File: src/rtl/alu_serial_ctrl.sv
`default_nettype none
// ============================================================================
// Module   : alu_serial_ctrl
// Purpose  : Bit-serial ALU controller for ADD/SUB/MUL/AND/OR/XOR, one bit per clock.
// Revision : 1.0 - initial release
// ============================================================================
module alu_serial_ctrl #(
  parameter int WIDTH = 8
) (
  input  logic             clk,
  input  logic             rst_n,
  input  logic             start,
  input  logic [2:0]       op,
  input  logic [WIDTH-1:0] a,
  input  logic [WIDTH-1:0] b,
  output logic             busy,
  output logic             done,
  output logic [WIDTH-1:0] result,
  output logic             carry_out,
  output logic             op_err
);

  localparam int             c_cw     = $clog2(WIDTH);
  localparam logic [c_cw-1:0] c_last  = c_cw'(WIDTH - 1);
  localparam logic [2:0]     c_op_add = 3'd0;
  localparam logic [2:0]     c_op_sub = 3'd1;
  localparam logic [2:0]     c_op_mul = 3'd2;
  localparam logic [2:0]     c_op_and = 3'd3;
  localparam logic [2:0]     c_op_or  = 3'd4;
  localparam logic [2:0]     c_op_xor = 3'd5;

  typedef enum logic [1:0] {
    S_IDLE = 2'd0,
    S_RUN  = 2'd1,
    S_DONE = 2'd2
  } state_t;

  state_t           r_state;
  state_t           w_next_state;
  logic [WIDTH-1:0] r_a;
  logic [WIDTH-1:0] r_b;
  logic [2:0]       r_op;
  logic [c_cw-1:0]  r_k;
  logic [c_cw-1:0]  r_j;
  logic             r_c;
  logic [WIDTH-1:0] r_res;
  logic             r_carry_out;
  logic             r_op_err;

  logic            w_valid;
  logic            w_last_bit;
  logic            w_last_pass;
  logic [c_cw-1:0] w_idx;
  logic            w_x;
  logic            w_y;
  logic            w_sum;
  logic            w_cout;
  logic            w_rbit;

  assign w_valid     = (r_op <= c_op_xor);
  assign w_last_bit  = (r_k == c_last);
  assign w_last_pass = (r_j == c_last);
  assign w_idx       = r_k - r_j;

  // Full-adder operands: MUL adds the shifted partial-product bit into the
  // accumulator bit that is currently rotated into position 0.
  always_comb begin
    w_x    = r_a[r_k];
    w_y    = r_b[r_k];
    w_rbit = 1'b0;
    case (r_op)
      c_op_sub: w_y = ~r_b[r_k];
      c_op_mul: begin
        w_x = r_res[0];
        w_y = (r_k >= r_j) ? (r_a[w_idx] & r_b[r_j]) : 1'b0;
      end
      default: ;
    endcase
    w_sum  = w_x ^ w_y ^ r_c;
    w_cout = (w_x & w_y) | (r_c & (w_x ^ w_y));
    case (r_op)
      c_op_and: w_rbit = r_a[r_k] & r_b[r_k];
      c_op_or:  w_rbit = r_a[r_k] | r_b[r_k];
      c_op_xor: w_rbit = r_a[r_k] ^ r_b[r_k];
      default:  w_rbit = w_sum;
    endcase
  end

  always_ff @(posedge clk or negedge rst_n) begin
    if (!rst_n) r_state <= S_IDLE;
    else        r_state <= w_next_state;
  end

  // Invalid ops still spend one cycle in RUN so done lands one cycle after acceptance.
  always_comb begin
    w_next_state = r_state;
    case (r_state)
      S_IDLE: if (start) w_next_state = S_RUN;
      S_RUN: begin
        if (!w_valid)
          w_next_state = S_DONE;
        else if (w_last_bit && ((r_op != c_op_mul) || w_last_pass))
          w_next_state = S_DONE;
      end
      S_DONE:  w_next_state = S_IDLE;
      default: w_next_state = S_IDLE;
    endcase
  end

  always_ff @(posedge clk or negedge rst_n) begin
    if (!rst_n) begin
      r_a         <= '0;
      r_b         <= '0;
      r_op        <= '0;
      r_k         <= '0;
      r_j         <= '0;
      r_c         <= 1'b0;
      r_res       <= '0;
      r_carry_out <= 1'b0;
      r_op_err    <= 1'b0;
    end else begin
      case (r_state)
        S_IDLE: begin
          if (start) begin
            r_a         <= a;
            r_b         <= b;
            r_op        <= op;
            r_k         <= '0;
            r_j         <= '0;
            r_c         <= (op == c_op_sub);
            r_res       <= '0;
            r_carry_out <= 1'b0;
            r_op_err    <= 1'b0;
          end
        end
        S_RUN: begin
          if (!w_valid) begin
            r_op_err <= 1'b1;
          end else begin
            r_res <= {w_rbit, r_res[WIDTH-1:1]};
            r_c   <= w_cout;
            if (w_last_bit) begin
              r_k <= '0;
              r_j <= r_j + 1'b1;
              if (r_op == c_op_mul)
                r_c <= 1'b0;
              else
                r_carry_out <= ((r_op == c_op_add) || (r_op == c_op_sub)) ? w_cout : 1'b0;
            end else begin
              r_k <= r_k + 1'b1;
            end
          end
        end
        default: ;
      endcase
    end
  end

  assign busy      = (r_state != S_IDLE);
  assign done      = (r_state == S_DONE);
  assign result    = r_res;
  assign carry_out = r_carry_out;
  assign op_err    = r_op_err;

endmodule
`default_nettype wire

File: config.mk
export PLATFORM = sky130hd
export DESIGN_NAME = alu_serial_ctrl
export DESIGN_NICKNAME = d
export VERILOG_FILES = /design/src/rtl/alu_serial_ctrl.sv
export SDC_FILE = /design/constraint.sdc
export NUM_CORES = 1
export LEC_CHECK = 0
export CAP_MARGIN = 20
export CORE_AREA = 2 2 82 53
export CTS_BUF_LIST = sky130_fd_sc_hd__clkbuf_2 sky130_fd_sc_hd__clkbuf_4 sky130_fd_sc_hd__clkbuf_8
export DETAILED_ROUTE_END_ITERATION = 8
export DIE_AREA = 0 0 84 55
export PLACE_DENSITY = 0.8
export SLEW_MARGIN = 20
export SYNTH_ARGS = -nofsm -noshare
export SYNTH_HDL_FRONTEND = slang
export SYNTH_SLANG_ARGS = --single-unit
File: constraint.sdc
create_clock -name clk -period 3.6 [get_ports clk]
set_input_delay 1.08 -clock clk [delete_from_list [all_inputs] [get_ports clk]]
set_output_delay 1.08 -clock clk [all_outputs]
set_load 0.02 [all_outputs]
==> run_results.csv, run 1 <==
group,metric,value,unit
outcome,outcome,"finished clean",
cells_and_area,final_cells,252,
routing,first_iter_violations,90,
global_routing,grt.total_usage,0.215,
timing,worst_slew_margin_rel,0.678,
global_routing,grt.overflow.total,0,
cells_and_area,num-fill-cells,302,
clocking,cts_made_buffers,5,
cells_and_area,register_area,952,µm²
die,core_area,3900,µm²
timing,grt_setup_unrepaired,"no",
setup_path,crit_path_end_kind,"flop",
clocking,clk_pin_slew,80,ps
setup_path,cpMaxStageDelayCell,"fa_1",
timing,tightest_slew,483,ps
die,rows,18,
timing,fmax,300,MHz
synthesis,synth_seq_cells,38,
global_routing,grt_pass1_vias,1535,
pwr,vdd_drop_max,0.000595,V
timing,fin_setup_tns,0,ps
setup_path,worstSetupPathType,"reg2reg",
setup_path,rr_endpoint,"result[7]$_DFFE_PN0P_",
synthesis,synth_top_family_by_area,"multiplexers",
synthesis,synth.largest_area_cell,"dfrtp_1",
setup_path,worstSetupPathDepth,12,
synthesis,synth_compound_area_frac,0.130,
clocking,htreeDepth,2,
pwr,power_leakage,0.00110,µW
synthesis,yosysSeqAreaShare,0.463,
synthesis,synthTopCellsByArea,"dfrtp_1, mux2_1, mux4_2, ha_1, a22o_1",
clocking,clock-sinks,38,
synthesis,synth_ff_type,"dfrtp_1",
routing,dr.pass1.iters,4,
timing,whs,513,ps
synthesis,syn_area,2060,µm²
setup_path,crit_chain,"ha_1 -> inv_1 -> fa_1 -> mux4_2 -> mux2i_1 -> nor4_1 -> nor4_2 -> fa_1 -> nor2_1 -> a21oi_1 -> o21ai_0 -> a22o_1",
cells_and_area,final_layout_size_suffix_gt1_frac,0.144,
die,die_x,84,µm
flow_run,max_cap_viol_count,0,
clocking,cts_tree,"done",
routing,drc,0,
timing,setup_viol,0,
routing,via_per_inst,5.88,
synthesis,synth_top_area_share,0.463,
synthesis,async_flop_share,1.00,
timing,drv_slew,0,
timing,setup_ws,262,ps
timing,clock_skew,11.2,ps
die,num_io_pins,34,
setup_path,start_kind,"flop",
cells_and_area,finalInstanceArea,2540,µm²
setup_path,path_buf_inv,1,
placement,post_dp_cell_area,2440,µm²
placement,port_buffers,33,
setup_path,cp.required,3840,ps
die,dieArea,4620,µm²
cells_and_area,num-nets-final,234,
synthesis,yosys-mux-area-fraction,0.221,
timing,period_needed,3340,ps
setup_path,cp_max_fo,6,
cells_and_area,multi_input_area,1010,µm²
die,dieHeight,55,µm
setup_path,slowest_delay,560,ps
setup_path,critPathTopFamily,"adder cells",
synthesis,synth_xor_area_frac,0.00426,
clocking,clock_latency,300,ps
placement,dp.cells,244,
synthesis,synth_most_common_cell,"dfrtp_1",
placement,pre_cts_slack,185,ps
cells_and_area,areaGrowthSynthToFinish,23.4,%
setup_path,startpoint,"r_j[0]$_DFFE_PN0P_",
timing,fin_crit_sh,0.927,
clocking,holdBufCountCts,0,
synthesis,synth_common_cells,"dfrtp_1, mux2_1, a22o_1, inv_1",
setup_path,worst-r2r-setup-slack,260,ps
timing,hold_violations,0,
clocking,root_buffer,"clkbuf_8",
setup_path,reg2reg_from,"r_j[0]$_DFFE_PN0P_",
global_routing,grt_max_degree,39,
synthesis,yosys.area_share.simple,0.0633,
routing,num_vias,1482,
cells_and_area,num_antenna_cells,0,
setup_path,reg2reg_depth,12,
setup_path,crit_top_cell,"fa_1",
setup_path,arrival,3580,ps
clocking,clockBufferDepth,2,
die,start_util,0.528,
synthesis,yosysWarnings,0,
global_routing,antenna_found_initial,0,
global_routing,grt_pass1_wl,7.51,mm
synthesis,synth_fp_nets,197,
worst_hold_path,min_path_type,"reg2reg",
routing,wl,4.51,mm
synthesis,synth_edf_count,0,
routing,wire_per_inst,17.9,µm
worst_hold_path,min_from,"r_b[7]$_DFFE_PN0P_",
pwr,power_density,1010,nW/µm²
synthesis,synthCells,164,
synthesis,synthAdderAreaFrac,0.0743,
placement,dp_hpwl,3.33,mm
routing,ant_nets,0,
synthesis,synthDistinctLibCells,38,
synthesis,syn_avg_cell_area,12.5,µm²
setup_path,endpoint,"result[7]$_DFFE_PN0P_",
placement,gp_congestion,0.857,
[metrics by stage]
step,power [µW],util
floorplan,1820,-
global placement,2130,0.626
detailed placement,2230,0.626
CTS,2550,0.651
global route,2730,0.651
finish,2550,0.651
[per-layer routing]
metal	part of all wire	track usage	vias to the layer above
met3	0.044	0.0460	10
li1	-	-	676
met4	0.013	0.0833	0
met5	0	0	-
met1	0.45	0.290	760
met2	0.49	0.353	36
[cell families (layout without fill, tap and decap cells)]
family | count (synthesis) | count (layout)
muxes | 31 | 31
xor gates and xnor gates | 1 | 1
AOI/OAI and AO/OA | 39 | 39
buffers and inverters | 20 | 58
adders and majority gates | 11 | 11
and+or+nand+nor | 24 | 24
DFF | 38 | 38
[layout by cell type (no fill, tap or decap), types with 5 or more instances in the layout]
cell	instances
clkbuf_8	6
mux4_2	6
inv_1	11
dfrtp_1	37
clkdlybuf4s50_1	33
ha_1	9
mux2_1	16
buf_4	5
nand2_1	6
a22o_1	11
nor2_1	7
a21oi_1	9
[power by group]
group / internal [µW] / switching [µW]
combinational: 715 / 694
clock: 162 / 149
sequential: 626 / 203
[state kept, by name (all words and copies together), names as in the netlist]
name and count:
r_op 3, result 8, op_err 1, r_b 8
r_c 1, r_k 3, r_j 3, carry_out 1
r_state 2, r_a 8
[layout make-up]
| class | count | share of cell area |
|---|---|---|
| Sequential cell | 38 | 0.375 |
| Timing Repair Buffer | 38 | 0.145 |
| Clock inverter | 1 | 0.00197 |
| Tap cell | 50 | 0.0247 |
| Clock buffer | 7 | 0.0355 |
| Inverter | 12 | 0.0178 |
| Multi-Input combinational cell | 106 | 0.400 |
[repair_timing]
item | CTS | global route
gates resized for setup | 0 | 1
endpoints found under the setup margin | 0 | 1
buffers inserted | 0 | 0
[worst register-to-register path, stage by stage, from the launching register on]
cell and delay (ps):
dfrtp_2 440, ha_1 200, inv_1 60, fa_1 560, mux4_2 520, mux2i_1 160
nor4_1 80, nor4_2 290, fa_1 460, nor2_1 130, a21oi_1 60, o21ai_0 180
a22o_1 150
[worst min-delay path by stage]
stage / end / slack, ps / depth (start not counted)
6_report: r_b[7]$_DFFE_PN0P_ / 510 / 1
5_1_grt: r_b[3]$_DFFE_PN0P_ / 530 / 1
4_1_cts: r_b[7]$_DFFE_PN0P_ / 520 / 1
3_5_place_dp: r_b[7]$_DFFE_PN0P_ / 500 / 1
3_3_place_gp: carry_out$_DFFE_PN0P_ / 490 / 2
2_1_floorplan: r_a[2]$_DFFE_PN0P_ / 470 / 1
Power figures use the tool's default switching activity.
==> inputs of run 2 (changes only) <==
Settings changed: CORE_AREA 2 2 82 53 to 2 2 84 54, CTS_BUF_LIST sky130_fd_sc_hd__clkbuf_2 sky130_fd_sc_hd__clkbuf_4 sky130_fd_sc_hd__clkbuf_8 to sky130_fd_sc_hd__clkbuf_4 sky130_fd_sc_hd__clkbuf_8 sky130_fd_sc_hd__clkbuf_16, DIE_AREA 0 0 84 55 to 0 0 86 56, PLACE_DENSITY 0.8 to 0.77.
==> run 2 against run 1 <==
  * Critical path depth stayed put
  * Critical path type unchanged
  * Power is 0.35% lower
  * First-iteration DRC count is 49% higher
  * Register-to-register slack hardly changed
  * Die area is 4.2% higher
  * Clock skew is 3.1 ps lower
  * Clock-buffer cell count stayed put
  * Via count is 1.7% higher
==> run_results.csv, run 2 (synthesis results as in run 1) <==
group,metric,value,unit
outcome,outcome,"finished clean",
routing,num_vias,1507,
pwr,power,2540,µW
cells_and_area,num-nets-final,234,
global_routing,grt.total_usage,0.215,
setup_path,reg2reg_from,"r_j[0]$_DFFE_PN0P_",
clocking,clock_latency,300,ps
setup_path,crit_top_cell,"fa_1",
routing,ant_nets,0,
routing,wire_per_inst,17.8,µm
cells_and_area,multi_input_area,1010,µm²
die,rows,18,
routing,first_iter_violations,134,
pwr,power_leakage,0.00110,µW
setup_path,slowest_delay,550,ps
die,dieHeight,56,µm
placement,gp_congestion,0.872,
die,start_util,0.516,
routing,via_per_inst,5.98,
setup_path,crit_chain,"ha_1 -> inv_1 -> fa_1 -> mux4_2 -> mux2i_1 -> nor4_1 -> nor4_2 -> fa_1 -> nor2_1 -> a21oi_1 -> o21ai_0 -> a22o_1",
clocking,holdBufCountCts,0,
pwr,power_density,1000,nW/µm²
timing,fmax,301,MHz
timing,period_needed,3330,ps
global_routing,grt.overflow.total,0,
setup_path,start_kind,"flop",
worst_hold_path,min_path_type,"reg2reg",
global_routing,grt_max_degree,39,
placement,dp_hpwl,3.30,mm
setup_path,critPathTopFamily,"adder cells",
die,die_x,86,µm
setup_path,startpoint,"r_j[0]$_DFFE_PN0P_",
setup_path,worstSetupPathType,"reg2reg",
timing,worst_slew_margin_rel,0.679,
clocking,root_buffer,"clkbuf_8",
routing,dr.pass1.iters,4,
clocking,cts_tree,"done",
global_routing,antenna_found_initial,0,
timing,tightest_slew,481,ps
placement,post_dp_cell_area,2440,µm²
clocking,cts_made_buffers,5,
timing,setup_viol,0,
setup_path,crit_path_end_kind,"flop",
cells_and_area,final_common_cell,"dfrtp_1",
clocking,htreeDepth,2,
clocking,postCtsResizedCells,0,
timing,drv_slew,0,
clocking,cts_setup_buffers,0,
cells_and_area,final_cell_mix,"dfrtp_1, clkdlybuf4s50_1, mux2_1",
clocking,clk_pin_slew,80,ps
timing,whs,517,ps
cells_and_area,final_layout_size_suffix_gt1_frac,0.144,
timing,fin_crit_sh,0.924,
routing,drc,0,
global_routing,grt_pass1_vias,1536,
routing,wl,4.48,mm
setup_path,cpMaxStageDelayCell,"fa_1",
timing,clock_skew,8.08,ps
setup_path,arrival,3570,ps
placement,port_buffers,33,
timing,hold_violations,0,
setup_path,cp_max_fo,6,
die,core_area,3990,µm²
global_routing,grt_pass1_wl,7.85,mm
cells_and_area,areaGrowthSynthToFinish,23.4,%
clocking,clock-sinks,38,
cells_and_area,register_area,952,µm²
worst_hold_path,min_from,"r_b[7]$_DFFE_PN0P_",
pwr,vdd_drop_max,0.000431,V
timing,grt_setup_unrepaired,"no",
clocking,clockBufferDepth,2,
cells_and_area,num_antenna_cells,0,
cells_and_area,finalInstanceArea,2540,µm²
setup_path,cp.required,3840,ps
die,num_io_pins,34,
die,dieArea,4820,µm²
timing,fin_setup_tns,0,ps
cells_and_area,num-fill-cells,315,
setup_path,path_buf_inv,1,
flow_run,max_cap_viol_count,0,
## run 2: cell counts in the layout (fill, tap and decap cells not counted)
No cell type changed its count.
## run 2: path summary, 6_finish.rpt
kind | cells past startpoint | slack [ps] | to
setup reg to reg | 12 | 270 | result[7]$_DFFE_PN0P_
setup / recovery | 12 | 270 | result[7]$_DFFE_PN0P_
max in group asynchronous | 2 | 2030 | r_j[0]$_DFFE_PN0P_
min in group asynchronous | 2 | 1210 | r_b[6]$_DFFE_PN0P_
hold / removal | 1 | 520 | r_b[7]$_DFFE_PN0P_
hold reg to reg | 1 | 520 | r_b[7]$_DFFE_PN0P_
## run 2: where the power goes
group / internal (µW) / switching (µW) / total, µW / leakage (µW)
clock network: 162 / 154 / 316 / 0.0000517
registers: 626 / 204 / 830 / 0.000473
logic: 718 / 676 / 1390 / 0.000574
total: 1510 / 1030 / 2540 / 0.00110
## run 2: cell type report
type                    count  area share
multi-input cells         106       0.400
flip-flops and latches     38       0.375
repair buffers             38       0.145
clock buffers               7      0.0355
well taps                  50      0.0247
inverters                  12      0.0178
clock inverters             1     0.00197
## run 2: worst reg2reg max path, stage by stage, from the launching register on
cell and delay [ps]:
dfrtp_2 440, ha_1 190, inv_1 60, fa_1 550, mux4_2 520, mux2i_1 150, nor4_1 90, nor4_2 300
fa_1 480, nor2_1 110, a21oi_1 50, o21ai_0 180, a22o_1 150
## run 2: metrics by stage
stage                     setup slack, ps  utilization  std cells
after floorplan                       418            -        164
final                                 275        0.636        252
after CTS                             178        0.636        252
after global placement                368        0.612        244
after global routing                 58.9        0.636        252
after detailed placement              185        0.612        244
## run 2: metal layers
metal / up-vias / GRT usage / wire [µm]
met5: - / 0 / 0
met4: 0 / 0.0771 / 77
met3: 9 / 0.0757 / 260
met2: 43 / 0.310 / 2160
met1: 774 / 0.300 / 1990
li1: 681 / - / -
==> inputs of run 3 (changes only) <==
Settings changed: MAX_ROUTING_LAYER set to met4.
==> run 3 against run 2 <==
  * Die area unchanged
  * Register-to-register slack got worse by 40 ps
  * First-iteration DRC count decreased by 43%
  * Global-route usage shrank 0.45 points
  * Cell count unchanged
  * Sequential power barely moved
  * Clock skew increased by 1.6 ps
  * Final area did not move
  * Combinational power barely moved
  * Sequential share of layout area is the same
  * Worst hold slack better by 3.0 ps
==> run_results.csv, run 3 (synthesis results as in run 1) <==
group,metric,value,unit
outcome,outcome,"finished clean",
timing,fin_crit_sh,0.934,
timing,hold_violations,0,
global_routing,antenna_found_initial,0,
setup_path,arrival,3610,ps
die,dieHeight,56,µm
die,die_x,86,µm
cells_and_area,areaGrowthSynthToFinish,23.4,%
setup_path,cp.required,3840,ps
placement,post_dp_cell_area,2440,µm²
routing,drc,0,
cells_and_area,num_antenna_cells,0,
pwr,power_density,1000,nW/µm²
clocking,clock-sinks,38,
global_routing,grt_pass1_wl,7.53,mm
cells_and_area,fin_util,0.636,
die,dieArea,4820,µm²
timing,period_needed,3360,ps
die,rows,18,
die,num_io_pins,34,
cells_and_area,final_cell_mix,"dfrtp_1, clkdlybuf4s50_1, mux2_1",
placement,port_buffers,33,
clocking,holdBufCountCts,0,
clocking,clk_pin_slew,80,ps
placement,dp_hpwl,3.30,mm
global_routing,grt.total_usage,0.211,
timing,tightest_slew,480,ps
setup_path,worstSetupPathType,"reg2reg",
cells_and_area,num-nets-final,234,
clocking,root_buffer,"clkbuf_8",
routing,via_per_inst,5.72,
setup_path,crit_chain,"ha_1 -> inv_1 -> fa_1 -> mux4_2 -> mux2i_1 -> nor4_1 -> nor4_2 -> fa_1 -> nor2_1 -> a21oi_1 -> o21ai_0 -> a22o_1",
setup_path,crit_path_end_kind,"flop",
clocking,clockBufferDepth,2,
cells_and_area,final_layout_size_suffix_gt1_frac,0.144,
setup_path,start_kind,"flop",
global_routing,grt_max_degree,39,
timing,clock_skew,9.72,ps
timing,worst_slew_margin_rel,0.680,
routing,num_vias,1442,
cells_and_area,final_common_cell,"dfrtp_1",
clocking,cts_made_buffers,5,
timing,fmax,297,MHz
timing,grt_setup_unrepaired,"no",
die,core_area,3990,µm²
setup_path,cpMaxStageDelayCell,"fa_1",
worst_hold_path,min_path_type,"reg2reg",
placement,gp_congestion,0.884,
routing,wl,4.53,mm
setup_path,path_buf_inv,1,
timing,drv_slew,0,
setup_path,critPathTopFamily,"adder cells",
flow_run,max_cap_viol_count,0,
timing,whs,521,ps
global_routing,grt_pass1_vias,1442,
placement,pre_cts_slack,165,ps
setup_path,slowest_delay,550,ps
setup_path,cp_max_fo,6,
pwr,power_leakage,0.00109,µW
global_routing,grt.overflow.total,0,
routing,dr.pass1.iters,4,
routing,wire_per_inst,18.0,µm
cells_and_area,finalInstanceArea,2540,µm²
clocking,cts_tree,"done",
routing,ant_nets,0,
die,start_util,0.516,
pwr,vdd_drop_max,0.000413,V
clocking,clock_latency,300,ps
setup_path,crit_top_cell,"fa_1",
clocking,htreeDepth,2,
clocking,cts_setup_buffers,0,
routing,first_iter_violations,77,
timing,setup_viol,0,
timing,fin_setup_tns,0,ps
timing,setup_ws,236,ps
[run 3: metrics by stage]
stage          cells  total power, µW
6_report         252             2540
5_1_grt          252             2720
3_5_place_dp     244             2220
2_1_floorplan    164             1820
3_3_place_gp     244             2130
4_1_cts          252             2550
[run 3: power breakdown]
group,internal (µW),total (µW),switching (µW)
clock network,154,315,161
logic,712,1390,677
registers,626,833,207
[run 3: path summary, 6_finish.rpt]
check | endpoint | slack [ps] | start | cells past startpoint
max | result[7]$_DFFE_PN0P_ | 240 | r_j[0]$_DFFE_PN0P_ | 12
min | carry_out$_DFFE_PN0P_ | 520 | carry_out$_DFFE_PN0P_ | 2
max reg2reg | result[7]$_DFFE_PN0P_ | 240 | r_j[0]$_DFFE_PN0P_ | 12
min reg2reg | carry_out$_DFFE_PN0P_ | 520 | carry_out$_DFFE_PN0P_ | 2
max in group asynchronous | r_j[0]$_DFFE_PN0P_ | 2040 | rst_n | 2
min in group asynchronous | r_b[6]$_DFFE_PN0P_ | 1210 | rst_n | 2
[run 3: routing by layer]
layer  track usage  vias up  wire, µm
li1              -      680         -
met3        0.0697        3       242
met4        0.0385        0        27
met1         0.297      721      2090
met5             -        -         0
met2         0.301       38      2160
[run 3: cell type report]
cell class                      instances  area [µm²]
Fill cell                             299        1450
Inverter                               12        45.0
Timing Repair Buffer                   38         368
Sequential cell                        38         952
Clock buffer                            6        82.6
Tap cell                               50        62.6
Multi-Input combinational cell        106        1010
Clock inverter                          2        12.5
[run 3: timing repair]
action	4_1_cts	5_1_grt
endpoints found under the hold margin	0	0
setup endpoints to repair	0	1
gates resized for setup	0	1
[run 3: worst reg2reg max path: stages, from the launching register on]
cell and delay, ps:
dfrtp_2 440, ha_1 200, inv_1 60, fa_1 550
mux4_2 510, mux2i_1 140, nor4_1 80, nor4_2 300
fa_1 470, nor2_1 100, a21oi_1 50, o21ai_0 230
a22o_1 170
==> RTL edit, RTL diff (flow settings as in run 3) <==
The parameter `WIDTH` goes from 8 to 4.
--- a/src/rtl/alu_serial_ctrl.sv
+++ b/src/rtl/alu_serial_ctrl.sv
@@ -5,7 +5,7 @@
 // Revision : 1.0 - initial release
 // ============================================================================
 module alu_serial_ctrl #(
-  parameter int WIDTH = 8
+  parameter int WIDTH = 4
 ) (
   input  logic             clk,
   input  logic             rst_n,
Ports: changed (resized a, b and result); port bits go from 34 to 22. No check against the original RTL was run, so the function may have changed too.
==> RTL edit against run 3 <==
Total power shrank 39%; die area unchanged; setup slack improved by 0.49 ns; global-route usage fell by 7.0 points; design area decreased by 34%; sequential cell count down 14; sequential share of layout area is 1.9 points lower; critical path depth fell by 4; area after synthesis shrank 34%; routed wire length down 34%.
==> RTL edit: results (changes against run 3) <==
antenna_found_initial: 0  # unchanged
cts_buffers: 3  # -2
wl_per_cell_um: 15.7  # -13%
slowest_delay_ns: 0.62  # +0.07 ns
arrival_ns: 3.03  # -0.58 ns
first_pass_iters: 4  # unchanged
clk_pin_slew_ns: 0.09
fin_skew_ns: 0.00506  # -0.00466 ns
grt_max_degree: 25  # -36%
synth_ff_type: "dfrtp_1"
async_flop_share_pct: 100  # unchanged
fillers: 380  # +27%
ctsResizeCount: 0  # unchanged
critical_path.slowest_cell: "mux4_2"
synthTopCellsByArea: "dfrtp_1 (44%), mux2_2 (9.1%), ha_1 (5.5%)"
clk_latency_ns: 0.27  # -0.03 ns
vdd_drop_max_v: 0.000332  # -19%
grtUsageTotal_pct: 14.1  # -7.0 points
outcome: "complete, no violations"
drt-initial-drc-count: 85  # +10%
drive_above_1_share_pct: 18.4  # +4.1 points
stdcell_area_mm2: 0.00168  # -34%
vias: 1020  # -29%
wl_um: 3000  # -34%
nets: 164  # -30%
relSlewSlack_pct: 52.6  # -15 points
syn_nets: 140  # -29%
dp_hpwl_um: 2220  # -33%
postPlaceCellArea_mm2: 0.00163  # -33%
htree_levels: 1  # -1
place_congestion: 0.890  # +0.62%
leakagePower_nw: 0.723  # -34%
synthTopCellsByCount: "dfrtp_1 (24), mux2_2 (11), inv_1 (8), o21ai_0 (8)"
synth_seq_area_share_pct: 44.0  # -2.2 points
grt_pass1_wl_um: 5180  # -31%
cts-root-buf: "clkbuf_8"
first_global_vias: 1086  # -25%
dp_slack_ns: 0.787  # +0.622 ns
synth_cells: 118  # -28%
yosysUniqueCellTypes: 33  # -13%
hold_violations: 0  # unchanged
portBuffers: 21  # -36%
holdCritPathClass: "reg -> reg"
RTL edit: cells by family (layout without fill, tap and decap cells):
family,after synthesis,after routing,share of synthesized area [%]
simple gates,29,29,11.0
compound gates,26,26,13.4
flops,24,24,44.0
mux,19,19,19.3
buf+inv,12,35,3.85
fa+ha+maj,8,8,8.44
RTL edit: report_power, final:
group | switching, mW | leakage (nW) | internal (mW)
combinational | 0.389 | 0.394 | 0.424
clock | 0.0875 | 0.0288 | 0.0977
sequential | 0.149 | 0.300 | 0.389
RTL edit: layout make-up:
class                   count  share of cell area [%]
clock buffers               4                    3.27
inverters                   8                    1.78
multi-input cells          82                    42.2
flip-flops and latches     24                    35.7
well taps                  50                    3.71
repair buffers             23                    13.4
RTL edit: path summary, 6_finish.rpt:
path                                     from               endpoint  slack (ns)  depth (start not counted)
setup reg to reg           r_k[0]$_DFFE_PN0P_  result[3]$_DFFE_PN0P_        0.73                          8
min in group asynchronous               rst_n     op_err$_DFFE_PN0P_        1.17                          2
hold reg to reg            op_err$_DFFE_PN0P_     op_err$_DFFE_PN0P_        0.51                          2
max in group asynchronous               rst_n  result[3]$_DFFE_PN0P_        2.17                          2
hold / removal             op_err$_DFFE_PN0P_     op_err$_DFFE_PN0P_        0.51                          2
setup / recovery           r_k[0]$_DFFE_PN0P_  result[3]$_DFFE_PN0P_        0.73                          8
RTL edit: layer usage:
layer  GRT usage [%]  share of wire (%)
met5               -                  0
met1            18.5                 46
met4            1.59               0.57
met2            22.4                 47
met3            4.01                6.8
RTL edit: critical path: cells and delay by family, from the launching register on:
kind / cells / cell delay [ns]
fa+ha+maj: 1 / 0.51
simple gates: 1 / 0.05
flops: 1 / 0.52
mux: 2 / 0.95
compound gates: 4 / 0.74
